$ cat src/rtl/pong_pkg.sv
// pong_pkg: shared constants, types and helpers for the pong game engine.
//   Screen/wall geometry, sprite sizes, paddle x positions, serve point,
//   estado encoding, ball state struct and 11-bit signed coordinate helpers.
package pong_pkg;

  localparam int H_VIS      = 640;
  localparam int V_VIS      = 480;
  localparam int Y_MIN      = 6;                 // first row below the top wall
  localparam int BALL_SZ    = 20;
  localparam int PAD_W      = 15;
  localparam int PAD_H      = 80;
  localparam int PAD_E_X    = 0;
  localparam int PAD_D_X    = 630;
  localparam int X_MIN_BALL = 16;                // left paddle face
  localparam int X_MAX_BALL = PAD_D_X - BALL_SZ; // 610, ball stops at right paddle
  localparam int Y_MAX_BALL = V_VIS - BALL_SZ;   // 460
  localparam int PAD_Y_MAX  = V_VIS - PAD_H;     // 400
  localparam int PAD_Y_RST  = 200;
  localparam int SERVE_X    = 310;
  localparam int SERVE_Y    = 230;

  localparam int COORD_W    = 10;

  typedef logic        [COORD_W-1:0] coord_t;
  typedef logic signed [COORD_W:0]   scoord_t;  // one extra bit so +/- never wraps

  typedef enum logic [1:0] {
    ST_SERVE     = 2'd0,
    ST_PLAY      = 2'd1,
    ST_POINT     = 2'd2,
    ST_GAME_OVER = 2'd3
  } estado_t;

  typedef struct packed {
    coord_t x;
    coord_t y;
    logic   dir_r;   // 1 = moving right
    logic   dir_d;   // 1 = moving down
  } ball_t;

  function automatic scoord_t to_s(coord_t v);
    return $signed({1'b0, v});
  endfunction

  function automatic scoord_t sc(int v);
    return scoord_t'(v);
  endfunction

endpackage

$ cat src/rtl/pong_game_engine_if.sv
// pong_game_engine_if: game inputs (VSync, start, paddle buttons) and the
// render-side outputs (ball/paddle positions, scores, estado).
//   master : stimulus side, drives inputs and observes outputs
//   slave  : the engine
interface pong_game_engine_if;
  import pong_pkg::*;

  logic       VSync;
  logic       start;
  logic       btn_e_up;
  logic       btn_e_down;
  logic       btn_d_up;
  logic       btn_d_down;
  coord_t     bola_x;
  coord_t     bola_y;
  coord_t     barra_e_y;
  coord_t     barra_d_y;
  logic [3:0] placar_e;
  logic [3:0] placar_d;
  logic [1:0] estado;

  modport master (
    output VSync, start, btn_e_up, btn_e_down, btn_d_up, btn_d_down,
    input  bola_x, bola_y, barra_e_y, barra_d_y, placar_e, placar_d, estado
  );

  modport slave (
    input  VSync, start, btn_e_up, btn_e_down, btn_d_up, btn_d_down,
    output bola_x, bola_y, barra_e_y, barra_d_y, placar_e, placar_d, estado
  );

endinterface

$ cat src/rtl/pong_paddle.sv
// pong_paddle: one paddle's vertical position.
//   Clock, Reset_n : clock, async active-low reset
//   tick           : one-cycle frame strobe; y only moves on it
//   up, down       : raw button inputs, synchronized here
//   y              : paddle top row, saturating in [Y_MIN, PAD_Y_MAX]
module pong_paddle
  import pong_pkg::*;
#(
  parameter int PAD_SPEED = 4
) (
  input  logic   Clock,
  input  logic   Reset_n,
  input  logic   tick,
  input  logic   up,
  input  logic   down,
  output coord_t y
);

  logic [1:0] up_pipe, dn_pipe;
  scoord_t    ys, y_up, y_dn;
  coord_t     y_nxt;

  always_ff @(posedge Clock or negedge Reset_n) begin
    if (!Reset_n) begin
      up_pipe <= '0;
      dn_pipe <= '0;
    end else begin
      up_pipe <= {up_pipe[0], up};
      dn_pipe <= {dn_pipe[0], down};
    end
  end

  // Both or neither button held: paddle stays put.
  always_comb begin
    ys    = to_s(y);
    y_up  = ys - sc(PAD_SPEED);
    y_dn  = ys + sc(PAD_SPEED);
    y_nxt = y;
    if (up_pipe[1] && !dn_pipe[1])
      y_nxt = (y_up < sc(Y_MIN)) ? coord_t'(Y_MIN) : coord_t'(y_up);
    else if (dn_pipe[1] && !up_pipe[1])
      y_nxt = (y_dn > sc(PAD_Y_MAX)) ? coord_t'(PAD_Y_MAX) : coord_t'(y_dn);
  end

  always_ff @(posedge Clock or negedge Reset_n) begin
    if (!Reset_n)  y <= coord_t'(PAD_Y_RST);
    else if (tick) y <= y_nxt;
  end

endmodule

$ cat src/rtl/pong_game_engine.sv
// pong_game_engine: per-frame pong state (ball, paddles, scores, game state).
//   Clock, Reset_n : system clock, async active-low reset
//   bus (slave)    : VSync/start/buttons in; bola_x/bola_y, barra_e_y/barra_d_y,
//                    placar_e/placar_d, estado out
// All state moves on a single-cycle tick derived from the rising edge of the
// synchronized VSync, so outputs are stable through the visible area.
module pong_game_engine
  import pong_pkg::*;
#(
  parameter int BALL_SPEED   = 2,
  parameter int PAD_SPEED    = 4,
  parameter int POINT_FRAMES = 60,
  parameter int MAX_SCORE    = 9
) (
  input  logic Clock,
  input  logic Reset_n,
  pong_game_engine_if.slave bus
);

  localparam int NUM_PAD = 2;  // 0 = left (e), 1 = right (d)
  localparam int CNT_W   = $clog2(POINT_FRAMES + 1);

  // ---------------- frame tick / start sync ----------------
  // vs_pipe[1:0] is the 2-flop synchronizer, vs_pipe[2] the previous value.
  logic [2:0] vs_pipe;
  logic [1:0] start_pipe;
  logic       tick, start_s;

  always_ff @(posedge Clock or negedge Reset_n) begin
    if (!Reset_n) begin
      vs_pipe    <= '0;
      start_pipe <= '0;
    end else begin
      vs_pipe    <= {vs_pipe[1:0], bus.VSync};
      start_pipe <= {start_pipe[0], bus.start};
    end
  end

  assign tick    = vs_pipe[1] & ~vs_pipe[2];
  assign start_s = start_pipe[1];

  // ---------------- paddles ----------------
  logic [NUM_PAD-1:0]              pad_up, pad_dn;
  logic [NUM_PAD-1:0][COORD_W-1:0] pad_y;

  assign pad_up = {bus.btn_d_up,   bus.btn_e_up};
  assign pad_dn = {bus.btn_d_down, bus.btn_e_down};

  for (genvar p = 0; p < NUM_PAD; p++) begin : g_pad
    pong_paddle #(.PAD_SPEED(PAD_SPEED)) u_pad (
      .Clock   (Clock),
      .Reset_n (Reset_n),
      .tick    (tick),
      .up      (pad_up[p]),
      .down    (pad_dn[p]),
      .y       (pad_y[p])
    );
  end

  // ---------------- game state ----------------
  estado_t          state, state_nxt;
  ball_t            ball, ball_nxt;
  logic [3:0]       score_e, score_d, score_e_nxt, score_d_nxt;
  logic [CNT_W-1:0] cnt, cnt_nxt;

  scoord_t bx, by, pe, pd, x_nxt, y_nxt;
  logic    y_bounce, at_e, at_d, hit_e, hit_d, miss_e, miss_d;
  logic    cnt_done, game_end;

  // Play-field evaluation; paddle overlap uses pre-update ball and paddle y.
  always_comb begin
    bx       = to_s(ball.x);
    by       = to_s(ball.y);
    pe       = to_s(pad_y[0]);
    pd       = to_s(pad_y[1]);
    y_nxt    = ball.dir_d ? by + sc(BALL_SPEED) : by - sc(BALL_SPEED);
    y_bounce = ball.dir_d ? (y_nxt >= sc(Y_MAX_BALL)) : (y_nxt <= sc(Y_MIN));
    x_nxt    = ball.dir_r ? bx + sc(BALL_SPEED) : bx - sc(BALL_SPEED);
    at_e     = !ball.dir_r && (x_nxt <= sc(X_MIN_BALL));
    at_d     =  ball.dir_r && (x_nxt >= sc(X_MAX_BALL));
    hit_e    = (by + sc(BALL_SZ) > pe) && (by < pe + sc(PAD_H));
    hit_d    = (by + sc(BALL_SZ) > pd) && (by < pd + sc(PAD_H));
    miss_e   = at_e && !hit_e;
    miss_d   = at_d && !hit_d;
    cnt_done = (cnt == CNT_W'(POINT_FRAMES - 1));
    game_end = (score_e == 4'(MAX_SCORE)) || (score_d == 4'(MAX_SCORE));
  end

  // FSM: state register
  always_ff @(posedge Clock or negedge Reset_n) begin
    if (!Reset_n) state <= ST_SERVE;
    else          state <= state_nxt;
  end

  // FSM: next state
  always_comb begin
    state_nxt = state;
    if (tick) begin
      case (state)
        ST_SERVE:     if (start_s) state_nxt = ST_PLAY;
        ST_PLAY:      if (miss_e || miss_d) state_nxt = ST_POINT;
        ST_POINT:     if (cnt_done) state_nxt = game_end ? ST_GAME_OVER : ST_SERVE;
        ST_GAME_OVER: if (start_s) state_nxt = ST_SERVE;
        default:      state_nxt = ST_SERVE;
      endcase
    end
  end

  // FSM: datapath outputs. Serve direction needs no extra state: a miss leaves
  // dir_r pointing at the player who conceded, which is where the next serve goes.
  always_comb begin
    ball_nxt    = ball;
    score_e_nxt = score_e;
    score_d_nxt = score_d;
    cnt_nxt     = cnt;
    if (tick) begin
      case (state)
        ST_PLAY: begin
          if (y_bounce) begin
            ball_nxt.y     = ball.dir_d ? coord_t'(Y_MAX_BALL) : coord_t'(Y_MIN);
            ball_nxt.dir_d = ~ball.dir_d;
          end else begin
            ball_nxt.y = coord_t'(y_nxt);
          end
          if (at_e) begin
            if (hit_e) begin
              ball_nxt.x     = coord_t'(X_MIN_BALL);
              ball_nxt.dir_r = 1'b1;
            end else if (score_d != 4'(MAX_SCORE)) begin
              score_d_nxt = score_d + 4'd1;
            end
          end else if (at_d) begin
            if (hit_d) begin
              ball_nxt.x     = coord_t'(X_MAX_BALL);
              ball_nxt.dir_r = 1'b0;
            end else if (score_e != 4'(MAX_SCORE)) begin
              score_e_nxt = score_e + 4'd1;
            end
          end else begin
            ball_nxt.x = coord_t'(x_nxt);
          end
        end
        ST_POINT: begin
          cnt_nxt = cnt + CNT_W'(1);
          if (cnt_done) begin
            cnt_nxt = '0;
            if (!game_end) begin
              ball_nxt.x = coord_t'(SERVE_X);
              ball_nxt.y = coord_t'(SERVE_Y);
            end
          end
        end
        ST_GAME_OVER: begin
          if (start_s) begin
            score_e_nxt = '0;
            score_d_nxt = '0;
            ball_nxt.x  = coord_t'(SERVE_X);
            ball_nxt.y  = coord_t'(SERVE_Y);
          end
        end
        default: ;
      endcase
    end
  end

  always_ff @(posedge Clock or negedge Reset_n) begin
    if (!Reset_n) begin
      ball    <= '{x: coord_t'(SERVE_X), y: coord_t'(SERVE_Y), dir_r: 1'b1, dir_d: 1'b1};
      score_e <= '0;
      score_d <= '0;
      cnt     <= '0;
    end else begin
      ball    <= ball_nxt;
      score_e <= score_e_nxt;
      score_d <= score_d_nxt;
      cnt     <= cnt_nxt;
    end
  end

  assign bus.bola_x    = ball.x;
  assign bus.bola_y    = ball.y;
  assign bus.barra_e_y = pad_y[0];
  assign bus.barra_d_y = pad_y[1];
  assign bus.placar_e  = score_e;
  assign bus.placar_d  = score_d;
  assign bus.estado    = state;

endmodule

$ cat src/flat_wrapper.sv
// flat-port wrapper written by rule: the top's interface ports become plain ports
module pong_game_engine_flat import pong_pkg::*;
#(
  parameter int BALL_SPEED   = 2,
  parameter int PAD_SPEED    = 4,
  parameter int POINT_FRAMES = 60,
  parameter int MAX_SCORE    = 9
)
  (Clock, Reset_n, bus_VSync, bus_start, bus_btn_e_up, bus_btn_e_down, bus_btn_d_up, bus_btn_d_down, bus_bola_x, bus_bola_y, bus_barra_e_y, bus_barra_d_y, bus_placar_e, bus_placar_d, bus_estado);
  pong_game_engine_if bus_i ();
  input  logic Clock;
  input  logic Reset_n;
  input wire logic [$bits(bus_i.VSync)-1:0] bus_VSync;
  input wire logic [$bits(bus_i.start)-1:0] bus_start;
  input wire logic [$bits(bus_i.btn_e_up)-1:0] bus_btn_e_up;
  input wire logic [$bits(bus_i.btn_e_down)-1:0] bus_btn_e_down;
  input wire logic [$bits(bus_i.btn_d_up)-1:0] bus_btn_d_up;
  input wire logic [$bits(bus_i.btn_d_down)-1:0] bus_btn_d_down;
  output wire logic [$bits(bus_i.bola_x)-1:0] bus_bola_x;
  output wire logic [$bits(bus_i.bola_y)-1:0] bus_bola_y;
  output wire logic [$bits(bus_i.barra_e_y)-1:0] bus_barra_e_y;
  output wire logic [$bits(bus_i.barra_d_y)-1:0] bus_barra_d_y;
  output wire logic [$bits(bus_i.placar_e)-1:0] bus_placar_e;
  output wire logic [$bits(bus_i.placar_d)-1:0] bus_placar_d;
  output wire logic [$bits(bus_i.estado)-1:0] bus_estado;
  assign bus_i.VSync = bus_VSync;
  assign bus_i.start = bus_start;
  assign bus_i.btn_e_up = bus_btn_e_up;
  assign bus_i.btn_e_down = bus_btn_e_down;
  assign bus_i.btn_d_up = bus_btn_d_up;
  assign bus_i.btn_d_down = bus_btn_d_down;
  assign bus_bola_x = bus_i.bola_x;
  assign bus_bola_y = bus_i.bola_y;
  assign bus_barra_e_y = bus_i.barra_e_y;
  assign bus_barra_d_y = bus_i.barra_d_y;
  assign bus_placar_e = bus_i.placar_e;
  assign bus_placar_d = bus_i.placar_d;
  assign bus_estado = bus_i.estado;
  pong_game_engine #(.BALL_SPEED(BALL_SPEED), .PAD_SPEED(PAD_SPEED), .POINT_FRAMES(POINT_FRAMES), .MAX_SCORE(MAX_SCORE)) u_core (.Clock(Clock), .Reset_n(Reset_n), .bus(bus_i));
endmodule
$ cat config.mk
export PLATFORM = sky130hd
export DESIGN_NAME = pong_game_engine_flat
export DESIGN_NICKNAME = d
export VERILOG_FILES = /design/src/rtl/pong_pkg.sv /design/src/rtl/pong_game_engine_if.sv /design/src/rtl/pong_paddle.sv /design/src/rtl/pong_game_engine.sv /design/src/flat_wrapper.sv
export SDC_FILE = /design/constraint.sdc
export NUM_CORES = 1
export LEC_CHECK = 0
export ABC_AREA = 1
export CAP_MARGIN = 20
export CORE_AREA = 2 2 108 110
export CTS_BUF_LIST = sky130_fd_sc_hd__clkbuf_16
export DETAILED_ROUTE_END_ITERATION = 16
export DIE_AREA = 0 0 110 112
export DONT_BUFFER_PORTS = 1
export PLACE_DENSITY = 0.82
export RECOVER_POWER = 50
export REMOVE_ABC_BUFFERS = 1
export SLEW_MARGIN = 0
export SYNTH_ARGS = -nofsm -noshare
export SYNTH_HDL_FRONTEND = slang
export SYNTH_SLANG_ARGS = --single-unit
$ cat constraint.sdc
create_clock -name Clock -period 2.65 [get_ports Clock]
set_input_delay 0.53 -clock Clock [delete_from_list [all_inputs] [get_ports Clock]]
set_output_delay 0.53 -clock Clock [all_outputs]
set_load 0.005 [all_outputs]
==> results.txt <==
Number of max-cap violations: 0
Setup-failing EPs final: 25
FF-to-FF Start: u_core.bus.bola_y[2]
Initial antenna violation count: 0
Mean area per synthesized cell: 7.03 sq um
GPL Wtd Cong: 0.898
Yosys warnings: 0
HP Class: input pin to asynchronous set/reset pin
FF-to-FF path depth: 18
Final ANT Viol Nets: 0
Final net count: 1053
Clk root buf: clkbuf_16
Fmax: 0.363 GHz
Post-synth EDFFs: 0
PortBufs: 0
Worst Slack Setup Final: -0.106 ns
Fin crit share: 1.04
Failing checks: setup timing
Worst-Margin Slew: 1.33 ns
TritonRoute pass-1 iters: 6
Endpoints failing hold: 0
#FFs+latches synth: 67
Cell row count: 39
Unrepaired setup endpoints after global routing: yes
Final Skew: 0.00865 ns
Mapped Area: 6490 sq um
Sequential area share after synthesis: 0.262
WL/cell: 15.2 um
Endpoint class of the critical path: register
Clock net sink count: 67
GRT Total Usage: 0.273
Die width: 110 um
Synthesis-to-layout area growth: 18.2%
Hpwl dp: 11.7 mm
Drt drc: 0
Area leader, netlist: dfrtp_1
Ports: 58
Async S/R FF share, synth: 1.00
Diode count: 0
Initial Util: 0.581
Commonest cells post-synth: nand2_1, inv_1, ha_1, nand3_1, nor2_1
Top cells by area, synth: dfrtp_1, nand2_1, ha_1
Min Hold Slack: 0.0240 ns
Yosys cell types: 47
Reg2Reg Setup Slack: -0.11 ns
Number of global-route vias before repair: 5796
Layout cell share with drive strength beyond 1: 0.218
Global-route wire length before repair: 26.7 mm
Congestion Overflow GR: 0
Iteration-0 DRC Markers: 467
Fill cells: 883
Slew Viols, Final: 0
DR vias: 6247
Die Ht: 112 um
Final WL: 17.1 mm
H-tree depth: 3
Outcome: finished with violations
Worst Setup Start Kind: register
Critical-path maximum fanout: 5
Synth Flop Type: dfrtp_1
Crit. Startpoint: u_core.bus.bola_y[2]
Clk slew on worst S/H paths: 0.06 ns
Kind of critical path: register to register
Critical path data required time: 2.89 ns
Largest net degree at the start of global routing: 50
Final Critical Period: 2.76 ns
CTS Buf Count: 9
Clock tree buffer depth: 2
Skew-Pair Late Insertion Delay: 0.35 ns
Setup TNS: -1.53 ns
Via/cell ratio: 5.57
Mapped Cells: 923
CTS tree: yes
Reg2reg end: u_core.bus.bola_x[7]
Crit path DAT: 2.99 ns
Yosys top cell area share: 0.189
Most frequent cell after synthesis: nand2_1
Die area: 12300 sq um
Core area: 11200 sq um
Worst slew margin: 0.113
-- metal layers --
metal / part of all wire / global-route usage / vias to the layer above
li1: - / - / 3067
met1: 0.42 / 0.360 / 2942
met2: 0.49 / 0.448 / 194
met3: 0.059 / 0.0486 / 44
met4: 0.029 / 0.0869 / 0
met5: 0 / 0 / -
-- cell families (layout without fill, tap and decap cells) --
logic type / count (synthesis) / in the layout / share of synthesized area
XOR/XNOR: 41 / 41 / 0.0553
adder cells (fa/ha/maj): 72 / 72 / 0.141
AND/OR/NAND/NOR: 472 / 475 / 0.323
flip-flops: 67 / 67 / 0.262
AO/OA/AOI/OAI: 104 / 104 / 0.103
other: 1 / 4 / 0.000578
buffers and inverters: 166 / 215 / 0.115
-- layout by cell type (no fill, tap or decap), types with 11 or more instances in the layout --
master   synthesis  layout
a21oi_1         40      32
buf_4           23      55
dfrtp_1         49      49
dfstp_2         18      18
ha_1            70      55
ha_4             0      14
inv_1          126     119
inv_2            6      11
nand2_1        267     246
nand2_2         10      30
nand3_1         70      64
nand4_1         20      20
nor2_1          68      65
o21ai_0         21      18
o21ai_2         10      11
xor2_1          34      33
-- worst max-delay path, stage by stage (launching register included) --
cell and delay [ns]:
dfstp_2 0.58, a21o_1 0.17, buf_4 0.13, xor2_1 0.18, inv_1 0.10, ha_1 0.30
nand2_1 0.07, a21oi_1 0.12, nor2_1 0.05, nor2_1 0.10, nor2_1 0.05, nand2_1 0.06
nand3_2 0.12, inv_1 0.10, nand2_2 0.07, nand3_4 0.13, nand3_4 0.13, nand2_2 0.10
o21ai_2 0.06
-- sequential cells by signal, indices dropped and copies added (netlist names), 4 cells and up --
name / flops
u_core.bus.bola_x: 9
u_core.g_pad.u_pad.up_pipe: 4
u_core.g_pad.u_pad.dn_pipe: 4
u_core.g_pad.u_pad.y: 18
u_core.bus.placar_d: 4
u_core.bus.placar_e: 4
u_core.bus.bola_y: 9
u_core.cnt: 6
-- worst max-delay path by stage --
stage          slack (ns)  cells past startpoint                     end
3_5_place_dp        -0.21                     20    u_core.bus.bola_x[3]
4_1_cts             -0.04                     21  u_core.bus.placar_d[2]
6_report            -0.11                     18    u_core.bus.bola_x[7]
3_3_place_gp        -0.11                     20    u_core.bus.bola_x[9]
2_1_floorplan       -0.06                     20    u_core.bus.bola_x[6]
5_1_grt             -0.30                     19  u_core.bus.placar_d[2]
-- through the flow --
stage          worst slack (ns)  cell area (sq um)  cells  utilization
2_1_floorplan           -0.0613               6260    895            -
3_3_place_gp             -0.108               6830   1089        0.611
6_report                 -0.106               7670   1121        0.687
4_1_cts                 -0.0410               7400   1114        0.662
3_5_place_dp             -0.208               6830   1089        0.611
5_1_grt                  -0.297               7670   1121        0.687
-- final cells by class --
class | instances | area (sq um) | area share
multi-input cells | 696 | 4470 | 0.582
flip-flops and latches | 67 | 1700 | 0.221
repair buffers | 64 | 520 | 0.0678
inverters | 135 | 514 | 0.0670
clock buffers | 9 | 225 | 0.0293
well taps | 143 | 179 | 0.0233
clock inverters | 7 | 67.6 | 0.00880
-- what timing repair did --
item                                    in CTS  in global routing
setup buffers                                7                  5
endpoints found under the setup margin      20                 30
hold endpoints to repair                    49                  0
hold buffers                                 1                  0
resized for setup                           28                 59
pin swaps                                   14                 32
gates cloned                                 1                  2
Power is not shown: default switching activity piles up to over one toggle a cycle in this logic, so the estimate is an artifact.
